==> src/rtl/enigma_pkg.sv <==
// Shared types and constants for the Enigma encode datapath.
// Contents:
//   letter_t              - 5-bit letter code, 0=A .. 25=Z
//   LETTER_MAX            - highest legal letter code (Z)
//   SETTLE_CYCLES_DEFAULT - default rotor settle time in cycles
//   SETTLE_W              - width of the settle down-counter (holds 0..15)
//   seq_state_t           - keystroke sequencer FSM states
package enigma_pkg;

    typedef logic [4:0] letter_t;

    localparam letter_t LETTER_MAX            = 5'd25;
    localparam int      SETTLE_CYCLES_DEFAULT = 2;
    localparam int      SETTLE_W              = 4;

    typedef enum logic [2:0] {
        IDLE,
        STEP,
        SETTLE,
        START,
        WAIT,
        OUT
    } seq_state_t;

endpackage

==> src/rtl/keystroke_sequencer_settle_timer.sv <==
// settle_timer: loadable down-counter with a done flag. It gives the rotor
// block time to settle after a step pulse.
// Ports:
//   clock      - system clock
//   reset      - synchronous, active-high reset (clears the count)
//   load       - load load_value into the counter
//   load_value - start value; done rises after load_value decrements
//   dec        - decrement request; ignored once the count reaches zero
//   done       - count is zero
module settle_timer
    import enigma_pkg::*;
(
    input  logic                clock,
    input  logic                reset,
    input  logic                load,
    input  logic [SETTLE_W-1:0] load_value,
    input  logic                dec,
    output logic                done
);

    logic [SETTLE_W-1:0] count;

    // Load takes priority over decrement. The count saturates at zero, so the
    // owner can hold dec high while it waits for done.
    always_ff @(posedge clock) begin
        if (reset) begin
            count <= '0;
        end else if (load) begin
            count <= load_value;
        end else if (dec && (count != '0)) begin
            count <= count - 1'b1;
        end
    end

    assign done = (count == '0);

endmodule

==> src/rtl/keystroke_sequencer.sv <==
// keystroke_sequencer: per-keystroke controller for the Enigma encode path.
// It accepts one plaintext letter, pulses rotate so the rotors step, waits for
// the rotors to settle, launches the encode path, and then returns the
// ciphertext over a valid/ready handshake.
// Optional feature macro: KEY_RANGE_CHECK_EN. When it is defined, a letter
// above Z is consumed without being encoded and sets the sticky range_err flag.
// Ports:
//   clock, reset               - clock, synchronous active-high reset
//   key_valid/key_char/key_ready - plaintext letter handshake
//   config_mode                - settings editing; new keystrokes are blocked
//   rotate                     - rotor step request (the rotor steps on 0->1)
//   path_start/path_char       - one-cycle launch and letter for encode path
//   path_valid/path_result     - encode path result
//   cipher_valid/cipher_char/cipher_ready - ciphertext handshake
//   busy                       - high in every state except IDLE
//   char_count                 - completed ciphertext handshakes (wraps)
//   range_err                  - sticky illegal-letter flag
module keystroke_sequencer
    import enigma_pkg::*;
#(
    parameter int SETTLE_CYCLES = SETTLE_CYCLES_DEFAULT,
    parameter int COUNT_W       = 16
) (
    input  logic               clock,
    input  logic               reset,
    input  logic               key_valid,
    input  logic [4:0]         key_char,
    output logic               key_ready,
    input  logic               config_mode,
    output logic               rotate,
    output logic               path_start,
    output logic [4:0]         path_char,
    input  logic               path_valid,
    input  logic [4:0]         path_result,
    output logic               cipher_valid,
    output logic [4:0]         cipher_char,
    input  logic               cipher_ready,
    output logic               busy,
    output logic [COUNT_W-1:0] char_count,
    output logic               range_err
);

    localparam logic [SETTLE_W-1:0] SETTLE_LOAD = SETTLE_W'(SETTLE_CYCLES - 1);

    seq_state_t state;
    logic       key_take;
    logic       key_bad;
    logic       timer_done;

    assign key_ready = (state == IDLE) && !config_mode;
    assign key_take  = key_valid && key_ready;
    assign busy      = (state != IDLE);

`ifdef KEY_RANGE_CHECK_EN
    assign key_bad = (key_char > LETTER_MAX);

    // A rejected letter is still consumed by the handshake. It only leaves
    // this flag behind, and the flag stays set until reset.
    always_ff @(posedge clock) begin
        if (reset) begin
            range_err <= 1'b0;
        end else if (key_take && key_bad) begin
            range_err <= 1'b1;
        end
    end
`else
    assign key_bad   = 1'b0;
    assign range_err = 1'b0;
`endif

    // The timer loads while rotate is high in STEP. It counts down through
    // SETTLE, so rotate stays low for SETTLE_CYCLES cycles before the path
    // starts.
    settle_timer u_settle_timer (
        .clock      (clock),
        .reset      (reset),
        .load       (state == STEP),
        .load_value (SETTLE_LOAD),
        .dec        (state == SETTLE),
        .done       (timer_done)
    );

    // Main sequencing FSM. rotate and path_start are one-cycle pulses: they
    // default low every cycle and are set on the transition into STEP and
    // START. cipher_valid is held from the WAIT->OUT transition until the
    // consumer takes the letter.
    always_ff @(posedge clock) begin
        if (reset) begin
            state        <= IDLE;
            rotate       <= 1'b0;
            path_start   <= 1'b0;
            path_char    <= '0;
            cipher_valid <= 1'b0;
            cipher_char  <= '0;
            char_count   <= '0;
        end else begin
            rotate     <= 1'b0;
            path_start <= 1'b0;
            case (state)
                IDLE: begin
                    if (key_take && !key_bad) begin
                        path_char <= key_char;
                        rotate    <= 1'b1;
                        state     <= STEP;
                    end
                end
                STEP: begin
                    state <= SETTLE;
                end
                SETTLE: begin
                    if (timer_done) begin
                        path_start <= 1'b1;
                        state      <= START;
                    end
                end
                START: begin
                    state <= WAIT;
                end
                WAIT: begin
                    if (path_valid) begin
                        cipher_char  <= path_result;
                        cipher_valid <= 1'b1;
                        state        <= OUT;
                    end
                end
                OUT: begin
                    if (cipher_ready) begin
                        cipher_valid <= 1'b0;
                        char_count   <= char_count + 1'b1;
                        state        <= IDLE;
                    end
                end
                default: begin
                    state <= IDLE;
                end
            endcase
        end
    end

endmodule

==> config.mk <==
export PLATFORM = sky130hd
export DESIGN_NAME = keystroke_sequencer
export DESIGN_NICKNAME = d
export VERILOG_FILES = /design/src/rtl/enigma_pkg.sv /design/src/rtl/keystroke_sequencer_settle_timer.sv /design/src/rtl/keystroke_sequencer.sv
export SDC_FILE = /design/constraint.sdc
export NUM_CORES = 1
export LEC_CHECK = 0
export CAP_MARGIN = 20
export CORE_AREA = 2 2 108 68
export DETAILED_ROUTE_END_ITERATION = 7
export DIE_AREA = 0 0 110 70
export PLACE_DENSITY_LB_ADDON = 0.08
export RECOVER_POWER = 25
export SLEW_MARGIN = 10
export SYNTH_ARGS = -nofsm -noshare
export SYNTH_HDL_FRONTEND = slang
export SYNTH_SLANG_ARGS = --single-unit
==> constraint.sdc <==
create_clock -name clock -period 1.8 [get_ports clock]
set_input_delay 0.27 -clock clock [delete_from_list [all_inputs] [get_ports clock]]
set_output_delay 0.27 -clock clock [all_outputs]
set_load 0.01 [all_outputs]
# Yosys cells after proc, flatten, opt, wreduce, memory -nomap -nowiden

Index checks and enable logic that the tools add are counted.

Input port bits: 16
Flip-flop bits (word level): 36
Word-level logic and storage cells: 52

Reductions and logical operators: 18
Eq/ne operators: 9
Add/subtract/negate cells: 2
Bitwise logic cells: 2
Mux-type cells: 12

Operator list:

| cell                    | count |
|---|---|
| $pmux W3 S6             | 1 |
| $add A16 B1 Y16 const B | 1 |
| $mux W3                 | 4 |
| $ne A2 B2 Y1 const B    | 4 |
| $eq A3 B2 Y1 const B    | 2 |
| $eq A3 B3 Y1 const B    | 2 |
| $mux W1                 | 6 |
| $reduce_and A2 Y1       | 3 |
| $reduce_or A2 Y1        | 3 |
| $logic_not A4 Y1        | 1 |
| $reduce_and A4 Y1       | 1 |
| $reduce_bool A2 Y1      | 2 |
| $reduce_bool A4 Y1      | 1 |
| $sub A4 B1 Y4 const B   | 1 |
| $eq A3 B1 Y1 const B    | 1 |
| $logic_and A1 B1 Y1     | 3 |
| $logic_not A3 Y1        | 1 |
| $reduce_and A3 Y1       | 1 |
| $reduce_bool A3 Y1      | 1 |
| $not A1 Y1              | 2 |
| $pmux W1 S2             | 1 |
| $logic_not A1 Y1        | 1 |

# Longest topological paths before layout

Depth in word-level cells: 5
Depth in mapped cells: 7

# Modules after synthesis

A second synthesis with hierarchy kept.

Cell total of the unflattened synthesis: 176
Area, all modules: 1,650.3 sq um

Modules (own cells, without submodules):

| module              | area an instance (sq um) | cells each | times used | seq. area each (sq um) |
|---|---|---|---|---|
| keystroke_sequencer | 1,387.6                  | 147        | 1          | 640.6 |
| settle_timer        | 262.8                    | 29         | 1          | 80.1 |

# Least setup slack after synthesis

Ideal clock, no wire load.

Path type: reg2reg
Start: register state[2]
End: register path_char[4]
Cell stages (with the launch flop): 7
Slack: 55 ps
Data required time: 1,672 ps
Arrival: 1,618 ps
Clock period less this slack: 1,745 ps
Path buffers: 2
Library setup time: 128 ps
Cell sequence: dfxtp_1 > buf_2 > or3_1 > or2_2 > clkbuf_1 > mux2i_1 > nor2_1

Longest elaborated chain between the ends: 4

RTL lines:

| item                            | line                                                 | source |
|---|---|---|
| start, declared                 | keystroke_sequencer.sv:45                            | `seq_state_t state;` |
| start signal, assigned          | keystroke_sequencer.sv:89                            | `state <= IDLE;` |
| start signal, assigned          | keystroke_sequencer.sv:104                           | `state <= STEP;` |
| start signal, assigned          | keystroke_sequencer.sv:108                           | `state <= SETTLE;` |
| $logic_not A3 Y1 (*)            | keystroke_sequencer.sv:50, keystroke_sequencer.sv:99 |  |
| $logic_and A1 B1 Y1             | keystroke_sequencer.sv:50                            | `assign key_ready = (state == IDLE) && !config_mode;` |
| $logic_and A1 B1 Y1             | keystroke_sequencer.sv:51                            | `assign key_take = key_valid && key_ready;` |
| $reduce_and A2 Y1 (no line) (*) | --                                                   |  |
| end signal, assigned            | keystroke_sequencer.sv:102                           | `path_char <= key_char;` |
| end, declared                   | keystroke_sequencer.sv:32                            | `output logic [4:0] path_char,` |

Mark *: on every way between the ends. The rest lies on a longest branch, timed or not.
A chain may end at the register's enable or synchronous reset.

# Worst setup path in the final report

Start: register char_count[3]
End: register char_count[14]

Longest elaborated chain between the ends: 1

RTL lines:

| item                   | line                       | source |
|---|---|---|
| start, declared        | keystroke_sequencer.sv:39  | `output logic [COUNT_W-1:0] char_count,` |
| start signal, assigned | keystroke_sequencer.sv:129 | `char_count <= char_count + 1'b1;` |
| $add A16 B1 Y16        | keystroke_sequencer.sv:129 |  |

Every way passes these cells.

==> run_results.csv <==
group,metric,value,unit
yosys,ys_warn_count,0,
setup_path,r2r_end,"char_count[14]$_SDFFE_PP0P_",
finish,antenna_cells,0,
power_and_ir_drop,leakagePower,0.949,nW
timing,worst_slack,109,ps
clock_network,cts_buffers,5,
power_and_ir_drop,power.switching,0.422,mW
timing,tightest_slew,589,ps
drt,drtAntennaViolNets,0,
worst_hold_path,hold-path-cell-count,2,
clock_network,clk_pin_slew,70,ps
setup_path,cpLargestDelayFamily,"simple AND/OR/NAND/NOR gates",
finish,area_growth,48.3,%
setup_path,crit_path_cell_trace,"nand4_2, or4_1, or3_1, a21oi_1",
timing,rsz0062_at_grt,"false",
yosys,synth_top_cell_by_area,"dfxtp_1",
yosys,synth_commonest_cells,"dfxtp_1 (36), nor2_1 (28), a21oi_1 (11), mux2i_1 (11), o21ai_0 (10)",
placed_design,place_congestion,0.739,
timing,timing.final.crit_share,0.940,
timing,hold_viol,0,
worst_hold_path,holdPathEnd,"char_count[15]$_SDFFE_PP0P_",
clock_network,cts_sinks,36,
setup_path,crit_type,"register to register",
drt,routed_via_density,4.22,
setup_path,cp_slowest_stage_delay,590,ps
clock_network,cts_hold_buf,0,
grt,grtUsageTotal,0.114,
yosys,netlist_area,1630,um2
timing,finalSetupViolCount,0,
yosys,syn-num-nets,203,
yosys,synth-edff-count,0,
yosys,yosysTopAreaCellShare,0.443,
floorplan,fp-row-count,24,
clock_network,clockBufferDepth,2,
yosys,synth.yosys.seq_area_share,0.443,
setup_path,reg2reg_from,"char_count[3]$_SDFFE_PP0P_",
floorplan,core,6880,um2
worst_hold_path,hold_path.class,"register to register",
setup_path,crit_buf_inv,0,
placed_design,hpwlAfterDp,3060,um
grt,grt_pass1_wl,6790,um
drt,drt_wl_total,4090,um
drt,drc,0,
floorplan,die_h,70,um
power_and_ir_drop,sw_frac_of_total,0.248,
outcome,status,"finished, final reports clean",
setup_path,crit_arrival,1910,ps
placed_design,io_buffers,46,
finish,drive_gt1_frac,0.152,
setup_path,slowest_stage,"or4_1",
clock_network,tritoncts,"yes",
power_and_ir_drop,total_power,1.71,mW
drt,wl_per_cell,12.0,um
finish,nets,268,
yosys,syn_avg_cell_area,8.79,um2
setup_path,start_kind,"register",
placed_design,place_ws,-310,ps
grt,grt_pass1_vias,1353,
drt,first_iter_violations,67,
drt,vias,1440,
drt,first_pass_iters,4,
finish,fillerInstances,720,
floorplan,ios,48,
floorplan,die_area,7700,um2
power_and_ir_drop,power_density,708,nW/um2
yosys,synth_area_leaders,"dfxtp_1 (44%), mux2i_1 (6.8%), nor2_1 (6.5%), a21oi_1 (3.4%), xnor2_1 (3.2%)",
timing,tns,0,ps
yosys,ys_async_sr_fraction,0,
power_and_ir_drop,ir_worst_vdd,0.268,mV
floorplan,die_w,110,um
run,maxCapViolations,0,
setup_path,worstPathRequired,2020,ps
grt,grt_max_degree,19,
worst_hold_path,hp-start,"char_count[15]$_SDFFE_PP0P_",
power_and_ir_drop,pwr-share-clk,0.370,
grt,overflow,0,
yosys,ys.flop_type,"dfxtp_1",
clock_network,cts_setup_buffers,0,
clock_network,ctsResizeCount,4,
setup_path,path_max_fanout,3,
power_and_ir_drop,p_int,1.28,mW
clock_network,h-tree-depth,2,
yosys,yosysUniqueCellTypes,37,
setup_path,end_kind,"register",
clock_network,cts_root_buf,"clkbuf_8",
grt,antenna_found_initial,0,
power_and_ir_drop,seqPwrFrac,0.491,
timing,maxSlewViolCount,0,
timing,fmax,591,MHz
timing,slew_headroom,0.607,
floorplan,start_util,0.236,
timing,whs,489,ps
setup_path,r2r_slack,110,ps
power_and_ir_drop,combPwrFrac,0.138,
yosys,synth_cells,185,
setup_path,cp.depth,4,
setup_path,reg2reg_depth,4,
timing,fin_crit,1690,ps
yosys,yosysMostFrequentCell,"dfxtp_1",
yosys,ys_ff_latch,36,
timing,skew,6.93,ps
clock_network,insertion_delay,280,ps
## layer usage
layer	track usage	vias to the layer above	routed length (um)
li1	-	767	-
met5	0	-	0
met4	0.0338	0	29
met1	0.181	638	2370
met2	0.134	33	1410
met3	0.0476	2	285
## power groups by stage
stage          clock network, mW  registers, mW  logic, mW
4_1_cts                    0.658          0.838      0.243
6_report                   0.632          0.838      0.236
5_1_grt                    0.700          0.842      0.261
3_3_place_gp                   0          0.857      0.247
3_5_place_dp                   0          0.856      0.246
2_1_floorplan                  0          0.856      0.138
## sequential cells by signal, summed over array words and instances, names as in the netlist
| register | count |
|---|---|
| char_count | 16 |
| path_char | 5 |
| u_settle_timer.count | 4 |
| path_start | 1 |
| state | 3 |
| cipher_char | 5 |
| rotate | 1 |
| cipher_valid | 1 |
## worst min-delay path: cells and delay by family (launching register included)
kind,cells,cell delay [ps]
AOI/OAI and AO/OA,2,130
DFF,1,320
## cells by family (layout without fill, tap and decap cells)
logic type | Yosys count | count (layout) | synth area share
other cells | 1 | 1 | 0.00231
xor+xnor | 11 | 11 | 0.0593
compound gates | 24 | 24 | 0.0785
flops | 36 | 36 | 0.443
fa+ha+maj | 2 | 2 | 0.0154
simple gates | 80 | 80 | 0.274
buf+inv | 19 | 84 | 0.0523
mux | 12 | 12 | 0.0747
## per-stage QoR
| step | util | std cells | area, um2 |
|---|---|---|---|
| after floorplan | - | 185 | 1630 |
| after global placement | 0.338 | 334 | 2320 |
| final | 0.350 | 341 | 2410 |
| after detailed placement | 0.338 | 334 | 2320 |
| after CTS | 0.352 | 341 | 2420 |
| after global routing | 0.350 | 341 | 2410 |
## cell usage in the layout (no fill, tap or decap), types with 5 or more instances in the layout
cell type	instances
xor2_1	5
mux2i_1	11
inv_1	6
nor3_1	7
nand3_1	5
clkdlybuf4s50_1	38
dfxtp_1	34
buf_4	21
nand4_1	7
xnor2_1	6
dlygate4sd3_1	5
clkbuf_8	7
nor2_1	28
a21oi_1	11
nand2_1	9
o21ai_0	10
## cell type report
cell class / count / area (um2) / share of cell area
Tap cell: 91 / 114 / 0.0472
Multi-Input combinational cell: 130 / 825 / 0.342
Timing Repair Buffer: 71 / 629 / 0.261
Clock buffer: 7 / 96.3 / 0.0400
Sequential cell: 36 / 723 / 0.300
Inverter: 6 / 22.5 / 0.00935
## worst max-delay path by stage
| stage | end | from |
|---|---|---|
| final | char_count[14]$_SDFFE_PP0P_ | char_count[3]$_SDFFE_PP0P_ |
| after CTS | char_count[14]$_SDFFE_PP0P_ | state[0]$_SDFFE_PP0P_ |
| after detailed placement | char_count[14]$_SDFFE_PP0P_ | cipher_ready |
| after global routing | char_count[15]$_SDFFE_PP0P_ | char_count[8]$_SDFFE_PP0P_ |
| after floorplan | path_char[4]$_SDFFE_PP0P_ | state[2]$_SDFFE_PP0P_ |
| after global placement | char_count[15]$_SDFFE_PP0P_ | cipher_ready |
Power figures use the tool's default switching activity.
